===== src/rtl/uart_rx_ctrl.sv =====
// uart_rx_ctrl: oversampling UART receiver, LSB-first data, optional parity, stop-bit check.
// Define UART_RX_MAJORITY_EN to take each bit as a 2-of-3 vote around mid-bit.
module uart_rx_ctrl #(
    parameter int WIDTH   = 8,
    parameter int PRESC_W = 6
) (
    input  logic               CLK,
    input  logic               RST,
    input  logic               RX_IN,
    input  logic               PAR_EN,
    input  logic               PAR_TYP,
    input  logic [PRESC_W-1:0] Prescale,
    output logic [WIDTH-1:0]   P_DATA,
    output logic               Data_Valid,
    output logic               Parity_Error,
    output logic               Stop_Error
);
    localparam int BW = $clog2(WIDTH + 1);
    typedef enum logic [2:0] {IDLE, START, DATA, PARITY, STOP} state_t;
    state_t             state;
    logic [PRESC_W-1:0] presc, edge_cnt;
    logic [BW-1:0]      bit_cnt;
    logic [WIDTH-1:0]   shreg;
    logic               par_en, par_typ, par_err, samp, bit_v, last, mid;
    assign last = edge_cnt == presc - PRESC_W'(1);
    assign mid  = edge_cnt == (presc >> 1);
`ifdef UART_RX_MAJORITY_EN
    logic samp_lo, samp_hi;
    always_ff @(posedge CLK or negedge RST) begin
        if (!RST) begin
            samp_lo <= 1'b0;
            samp_hi <= 1'b0;
        end else begin
            if (edge_cnt == (presc >> 1) - PRESC_W'(1)) samp_lo <= RX_IN;
            if (edge_cnt == (presc >> 1) + PRESC_W'(1)) samp_hi <= RX_IN;
        end
    end
    assign bit_v = (samp_lo & samp) | (samp_lo & samp_hi) | (samp & samp_hi);
`else
    assign bit_v = samp;
`endif
    always_ff @(posedge CLK or negedge RST) begin
        if (!RST) begin
            state        <= IDLE;
            presc        <= '0;
            edge_cnt     <= '0;
            bit_cnt      <= '0;
            shreg        <= '0;
            par_en       <= 1'b0;
            par_typ      <= 1'b0;
            par_err      <= 1'b0;
            samp         <= 1'b0;
            P_DATA       <= '0;
            Data_Valid   <= 1'b0;
            Parity_Error <= 1'b0;
            Stop_Error   <= 1'b0;
        end else begin
            Data_Valid   <= 1'b0;
            Parity_Error <= 1'b0;
            Stop_Error   <= 1'b0;
            if (mid) samp <= RX_IN;
            if (state == IDLE) begin
                edge_cnt <= '0;
                // The detecting cycle is edge 0 of the start bit, so counting resumes at 1.
                if (!RX_IN) begin
                    state    <= START;
                    edge_cnt <= PRESC_W'(1);
                    presc    <= Prescale;
                    par_en   <= PAR_EN;
                    par_typ  <= PAR_TYP;
                    par_err  <= 1'b0;
                end
            end else begin
                edge_cnt <= last ? '0 : edge_cnt + PRESC_W'(1);
                if (last) begin
                    case (state)
                        START: begin
                            state   <= bit_v ? IDLE : DATA;
                            bit_cnt <= '0;
                        end
                        DATA: begin
                            shreg   <= {bit_v, shreg[WIDTH-1:1]};
                            bit_cnt <= bit_cnt + BW'(1);
                            if (bit_cnt == BW'(WIDTH - 1)) state <= par_en ? PARITY : STOP;
                        end
                        PARITY: begin
                            par_err <= (^shreg ^ par_typ) != bit_v;
                            state   <= STOP;
                        end
                        STOP: begin
                            state <= IDLE;
                            if (!bit_v) Stop_Error <= 1'b1;
                            else if (par_err) Parity_Error <= 1'b1;
                            else begin
                                Data_Valid <= 1'b1;
                                P_DATA     <= shreg;
                            end
                        end
                        default: state <= IDLE;
                    endcase
                end
            end
        end
    end
endmodule


===== config.mk =====
export PLATFORM = sky130hd
export DESIGN_NAME = uart_rx_ctrl
export DESIGN_NICKNAME = d
export VERILOG_FILES = /design/src/rtl/uart_rx_ctrl.sv
export SDC_FILE = /design/constraint.sdc
export NUM_CORES = 1
export LEC_CHECK = 0
export CAP_MARGIN = 20
export CORE_MARGIN = 1.5
export CORE_UTILIZATION = 25
export DETAILED_ROUTE_END_ITERATION = 10
export PLACE_DENSITY = 0.41
export SLEW_MARGIN = 15
export SYNTH_ARGS = -nofsm -noshare
export SYNTH_HDL_FRONTEND = slang
export SYNTH_SLANG_ARGS = --single-unit

===== constraint.sdc =====
create_clock -name CLK -period 3.2 [get_ports CLK]
set_input_delay 0.32 -clock CLK [delete_from_list [all_inputs] [get_ports CLK]]
set_output_delay 0.32 -clock CLK [all_outputs]
set_load 0.1 [all_outputs]

==> flow_metrics.py, run 1 <==
metrics = {
    "run": {
        "cap_violations": 0,
    },
    "synth": {
        "yosysSeqAreaShare_pct": 48.8,
        "synth_fp_nets": 207,
        "syn_area_per_cell_sq_um": 11.2,
        "syn_area_sq_um": 2150,
        "yosysTopAreaCell": "dfrtp_1",
        "synth_cells": 193,
        "post_synth_num_cell_types": 41,
        "synth_warnings": 0,
        "ys_ff_latch": 42,
        "synth_top_area_share_pct": 48.8,
        "synth_area_leaders": "dfrtp_1 49%, mux2_2 12%, xnor2_1 6.5%",
    },
    "worst_setup_path": {
        "cp.arrival_ns": 2.97,
        "critPathBufInv": 0,
        "path_class": "flip-flop to flip-flop",
        "cp-end-kind": "flip-flop",
        "slowest_stage": "a2111o_1",
        "worstPathCellList": "or4_1 > or3_4 > a2111o_1 > nor3_4 > mux2_2",
        "start_kind": "flip-flop",
        "worst_ep_required_time_ns": 3.39,
        "cp_top_family": "simple AND/OR/NAND/NOR gates",
        "slowest_delay_ns": 0.55,
        "crit_fanout": 8,
    },
    "global_route": {
        "grt_max_degree": 43,
        "antenna_found_initial": 0,
        "grt_pass1_vias": 1472,
        "grt_overflow": 0,
        "grt_util_all_layers_pct": 11.1,
        "grt_pass1_wl_um": 7690,
    },
    "clocking": {
        "cts_setup_buffers": 0,
        "cts-hold-fix-buffers": 0,
        "clkTransAtPathRegs_ns": 0.10,
        "worstSkewPairLatency_ns": 0.31,
        "ctsResizeCount": 0,
        "cts_buffer_depth": 2,
        "ctsHtreeMaxLevel": 2,
        "cts_sinks": 42,
        "cts_tree": "built",
        "cts-root-buf": "clkbuf_8",
        "cts_inserted_buffers": 5,
    },
    "floorplanning": {
        "start_util_pct": 25.9,
        "die_height_um": 95.8,
        "die_x_um": 95.8,
        "fp.dieArea_sq_um": 9180,
        "core-area_sq_um": 8300,
        "fp-row-count": 33,
        "ioPinCount": 22,
    },
    "timing": {
        "drv_slew": 0,
        "period_share_pct": 87.0,
        "fin_crit_ns": 2.78,
        "timing.fmax_ghz": 0.359,
        "worst_pin_slew_ns": 0.964,
        "finalClockSkew_ns": 0.0159,
        "setup_violations": 0,
        "hold_viol": 0,
        "rsz0062_at_grt": "false",
        "layout_setup_ws_ns": 0.416,
        "tns_ns": 0,
        "max_slew_margin_pct": 35.5,
    },
    "final_layout": {
        "nNetsFinal": 229,
        "fin_area_sq_um": 2580,
        "drive_gt1_share_pct": 19.0,
        "final_cells": 321,
        "diodes": 0,
        "syn_to_final_growth_pct": 19.8,
    },
    "outcome": {
        "status": "complete, no violations",
    },
    "routing": {
        "num_vias": 1476,
        "drt-wirelength-per-cell_um": 14.2,
        "detail-route-antenna-nets": 0,
        "drcViolationCount": 0,
        "first_pass_iters": 4,
        "viasPerCell": 4.60,
        "drt-initial-drc-count": 77,
        "wl_um": 4560,
    },
    "placement": {
        "port_buffers": 21,
        "dp_hpwl_um": 3210,
        "dpl_cell_area_sq_um": 2490,
        "place_congestion": 0.744,
        "dp_cells": 313,
        "dp_slack_ns": 0.429,
    },
    "power_and_ir_drop": {
        "power_density_nw_per_um2": 772,
        "max-vdd-ir-drop_uv": 311,
        "leakage_nw": 1.07,
        "finalPower_mw": 1.99,
    },
    "min_path": {
        "hp-class": "input port to asynchronous set/reset pin",
    },
}
sequential cells by signal, indices dropped and copies added, names as in the netlist:
name,flops
Parity_Error,1
presc,6
par_typ,1
Stop_Error,1
Data_Valid,1
shreg,8
edge_cnt,6
par_en,1
state,3
bit_cnt,4
bit_v,1
par_err,1
P_DATA,8
final timing paths:
kind	slack [ns]	to	cells past startpoint	startpoint
worst max-delay path	0.42	shreg[6]$_DFFE_PN0P_	5	presc[2]$_DFFE_PN0P_
worst min-delay path	0.15	P_DATA[3]$_DFFE_PN0P_	1	RST
worst max register to register	0.42	shreg[6]$_DFFE_PN0P_	5	presc[2]$_DFFE_PN0P_
worst min register to register	0.51	Data_Valid$_DFF_PN0_	1	par_err$_DFFE_PN0P_
max in group asynchronous	2.45	presc[0]$_DFFE_PN0P_	1	RST
min in group CLK	0.51	Data_Valid$_DFF_PN0_	1	par_err$_DFFE_PN0P_
cells by family after synthesis:
| family | count (synthesis) | share of synthesized area (%) |
|---|---|---|
| simple gates | 56 | 13.9 |
| flops | 42 | 48.8 |
| compound gates | 30 | 10.6 |
| xor+xnor | 23 | 9.99 |
| mux | 23 | 12.0 |
| buf+inv | 16 | 2.91 |
| fa+ha+maj | 3 | 1.74 |
metal layers:
layer  share of wire [%]  global-route usage, %  up-vias
met5                   0                      0        -
met4                 1.3                   3.68        0
met3                 3.7                   2.37        7
met2                  46                   17.1       24
met1                  49                   15.5      712
li1                    -                      -      733
Yosys cell counts (all sizes together):
| cell | instances |
|---|---|
| nand3 | 3 |
| dfrtp | 42 |
| xnor3 | 1 |
| nand2 | 18 |
| ha | 3 |
| or4 | 1 |
| nor2 | 6 |
| nor3 | 11 |
| a311oi | 1 |
| o211a | 1 |
| or3 | 1 |
| o31a | 1 |
| mux2 | 23 |
| and2 | 2 |
| a2111o | 1 |
| nand2b | 4 |
| o31ai | 6 |
| o311ai | 2 |
| o41ai | 1 |
| clkbuf | 7 |
| nand4 | 5 |
| nor4 | 1 |
| buf | 3 |
| and3 | 1 |
| nor3b | 1 |
| o211ai | 4 |
| nor4b | 1 |
| a22oi | 1 |
| inv | 6 |
| xor2 | 6 |
| xnor2 | 16 |
| o22ai | 1 |
| nor2b | 1 |
| a41oi | 1 |
| a21oi | 2 |
| o21ai | 5 |
| a211oi | 2 |
| a2111oi | 1 |
final cells by class:
type / instances / area, sq um
fill: 851 / 5720
clock buffer: 5 / 68.8
clock inverter: 3 / 23.8
timing repair buffer: 25 / 235
tap: 105 / 131
inverter: 6 / 22.5
sequential: 42 / 1050
multi-input combinational: 135 / 1050
power by group:
| group | leakage (nW) | internal [mW] | switching (mW) | total (mW) |
|---|---|---|---|---|
| sequential | 0.553 | 0.643 | 0.187 | 0.829 |
| clock | 0.0408 | 0.156 | 0.211 | 0.367 |
| combinational | 0.478 | 0.371 | 0.423 | 0.794 |
| total | 1.07 | 1.17 | 0.821 | 1.99 |
metrics by stage:
step                      utilization (%)  hold slack, ns
after floorplan                         -          0.0244
after global placement               30.0           0.491
after detailed placement             30.0           0.485
after CTS                            31.1           0.201
after global routing                 31.1           0.231
final                                31.1           0.147
placed cells by master (no fill, tap or decap), types with 2 or more instances in the layout:
cell type	n
o311ai_0	2
clkinvlp_4	2
nand2_1	18
xor2_1	6
o211ai_1	4
a211oi_1	2
inv_1	6
clkdlybuf4s50_1	20
mux2_2	23
a21oi_1	2
buf_4	4
nand2b_1	4
o21ai_0	5
o31ai_1	6
nor3_1	10
clkbuf_8	5
nand3_1	3
nor2_1	6
dfrtp_1	42
ha_1	3
nand4_1	4
and2_1	2
xnor2_1	16
Power figures use the tool's default switching activity.
==> run 2, diff against run 1 <==
--- a/config.mk
+++ b/config.mk
@@ -10,6 +10,7 @@
 export CORE_UTILIZATION = 25
 export DETAILED_ROUTE_END_ITERATION = 10
 export PLACE_DENSITY = 0.41
+export REMOVE_ABC_BUFFERS = 1
 export SLEW_MARGIN = 15
 export SYNTH_ARGS = -nofsm -noshare
 export SYNTH_HDL_FRONTEND = slang
==> run 2 against run 1 <==
Against the previous run:
- combinational power rose by 2%
- final area increased by 3.4%
- sequential power rose by 1%
- core utilization up 1.1 points
- first-iteration DRC count shrank 2.6%
- setup slack improved by 0.0011 ns
- hold slack better by 0.29 ns
- routed wire length grew 2.9%
- clock-buffer cell count up 1
==> flow_metrics.py, run 2 (synthesis gave the netlist of run 1 again) <==
metrics = {
    "final_layout": {
        "mostFrequentLayoutCell": "dfrtp_1",
        "nNetsFinal": 232,
        "diodes": 0,
        "final_cells": 324,
        "top_regs": "P_DATA: 8 flops, shreg: 8 flops",
        "final_cell_mix": "42 x dfrtp_1, 23 x mux2_2, 20 x clkdlybuf4s50_1",
        "finish.utilization_pct": 32.1,
        "drive_gt1_share_pct": 19.6,
        "syn_to_final_growth_pct": 23.8,
    },
    "power_and_ir_drop": {
        "clockPowerShare_pct": 24.2,
        "power.internal_mw": 1.36,
        "leakage_nw": 1.12,
        "power_density_nw_per_um2": 815,
        "swShare_pct": 37.6,
        "finalPower_mw": 2.17,
        "max-vdd-ir-drop_uv": 217,
        "power_frac_comb_pct": 37.1,
        "p_switching_mw": 0.817,
        "seq_power_share_pct": 38.7,
    },
    "global_route": {
        "grt_util_all_layers_pct": 11.5,
        "grt_pass1_vias": 1534,
        "antenna_found_initial": 0,
        "grt_max_degree": 43,
        "grt_overflow": 0,
        "grt_pass1_wl_um": 8040,
    },
    "worst_setup_path": {
        "cp-end-kind": "flip-flop",
        "r2r_slack_ns": 0.42,
        "slowest_delay_ns": 0.53,
        "r2r_cells": 5,
        "crit_start": "presc[2]$_DFFE_PN0P_",
        "r2r-start": "presc[2]$_DFFE_PN0P_",
        "path_class": "flip-flop to flip-flop",
        "start_kind": "flip-flop",
        "worstPathCellList": "or4_1 > or3_4 > a2111o_1 > nor3_4 > mux2_2",
        "crit_fanout": 8,
        "slowest_stage": "or4_1",
        "worst_ep_required_time_ns": 3.38,
        "cp.arrival_ns": 2.97,
        "r2r_end": "shreg[0]$_DFFE_PN0P_",
    },
    "floorplanning": {
        "fp.dieArea_sq_um": 9180,
        "ioPinCount": 22,
        "core-area_sq_um": 8300,
        "start_util_pct": 25.9,
        "die_x_um": 95.8,
        "die_height_um": 95.8,
        "fp-row-count": 33,
    },
    "routing": {
        "first_pass_iters": 4,
        "drt-wirelength-per-cell_um": 14.5,
        "drcViolationCount": 0,
        "viasPerCell": 4.73,
        "detail-route-antenna-nets": 0,
        "wl_um": 4690,
        "drt-initial-drc-count": 75,
        "num_vias": 1534,
    },
    "clocking": {
        "ctsHtreeMaxLevel": 2,
        "cts_inserted_buffers": 5,
        "cts_sinks": 42,
        "cts_buffer_depth": 2,
        "cts_setup_buffers": 0,
        "clkTransAtPathRegs_ns": 0.09,
        "worstSkewPairLatency_ns": 0.30,
        "cts-root-buf": "clkbuf_8",
        "cts_tree": "built",
        "ctsResizeCount": 0,
    },
    "timing": {
        "timing.fmax_ghz": 0.359,
        "worst_pin_slew_ns": 0.972,
        "setup_violations": 0,
        "layout_setup_ws_ns": 0.417,
        "finalClockSkew_ns": 0.00759,
        "hold_viol": 0,
        "period_share_pct": 87.0,
        "tns_ns": 0,
        "drv_slew": 0,
        "max_slew_margin_pct": 35.0,
        "rsz0062_at_grt": "false",
        "fin_crit_ns": 2.78,
    },
    "placement": {
        "port_buffers": 21,
        "dp_hpwl_um": 3290,
        "place_congestion": 0.788,
        "dp_slack_ns": 0.427,
        "dp_cells": 314,
    },
    "outcome": {
        "status": "complete, no violations",
    },
    "min_path": {
        "hp-class": "input port to asynchronous set/reset pin",
    },
    "run": {
        "cap_violations": 0,
    },
}
run 2: cell types whose count changed in the layout (fill, tap and decap cells not counted), sizes merged:
cell         change
clkinvlp         -2
clkbuf           +1
bufinv           +2
dlygate4sd3      +1
inv              -1
buf              +2
run 2: worst max path at each step:
stage / endpoint / slack [ns] / cells after the start
5_1_grt: shreg[7]$_DFFE_PN0P_ / 0.32 / 5
4_1_cts: shreg[0]$_DFFE_PN0P_ / 0.41 / 5
3_5_place_dp: shreg[7]$_DFFE_PN0P_ / 0.43 / 5
6_report: shreg[0]$_DFFE_PN0P_ / 0.42 / 5
3_3_place_gp: shreg[3]$_DFFE_PN0P_ / 0.47 / 5
2_1_floorplan: shreg[0]$_DFFE_PN0P_ / 0.67 / 5
run 2: repair_timing:
item | in CTS | in global routing
setup endpoints to repair | 0 | 0
hold buffers | 0 | 1
hold endpoints to repair | 0 | 11
run 2: cell type report:
class                      count  area (sq um)
inverter                       6          22.5
clock buffer                   6          82.6
tap                          105           131
fill                         862          5630
sequential                    42          1050
clock inverter                 2          60.1
multi-input combinational    135          1050
timing repair buffer          28           273
run 2: critical path, delay by kind of cell (launching register included):
family,cells,cell delay [ns]
simple gates,3,1.28
mux,1,0.38
compound gates,1,0.53
flops,1,0.47
run 2: metrics by stage:
stage	instance area [sq um]	hold WS, ns
after CTS	2640	0.227
after global routing	2670	0.465
after global placement	2490	0.491
after floorplan	2110	0.0244
final	2670	0.438
after detailed placement	2490	0.497
run 2: layer usage:
| layer | vias up | part of all wire (%) | global-route usage (%) | wire length [um] |
|---|---|---|---|---|
| li1 | 740 | - | - | - |
| met1 | 755 | 53 | 17.5 | 2480 |
| met2 | 33 | 42 | 15.8 | 1980 |
| met3 | 6 | 3.7 | 2.53 | 173 |
| met4 | 0 | 1.2 | 3.68 | 58 |
| met5 | - | 0 | 0 | 0 |
run 2: power groups by stage:
stage                     clock network, mW  registers [mW]  logic (mW)
after floorplan                           0           0.790       0.591
after global placement                    0           0.850       0.812
after detailed placement                  0           0.848       0.804
after CTS                             0.542           0.839       0.807
after global routing                  0.566           0.864       0.904
final                                 0.527           0.841       0.807
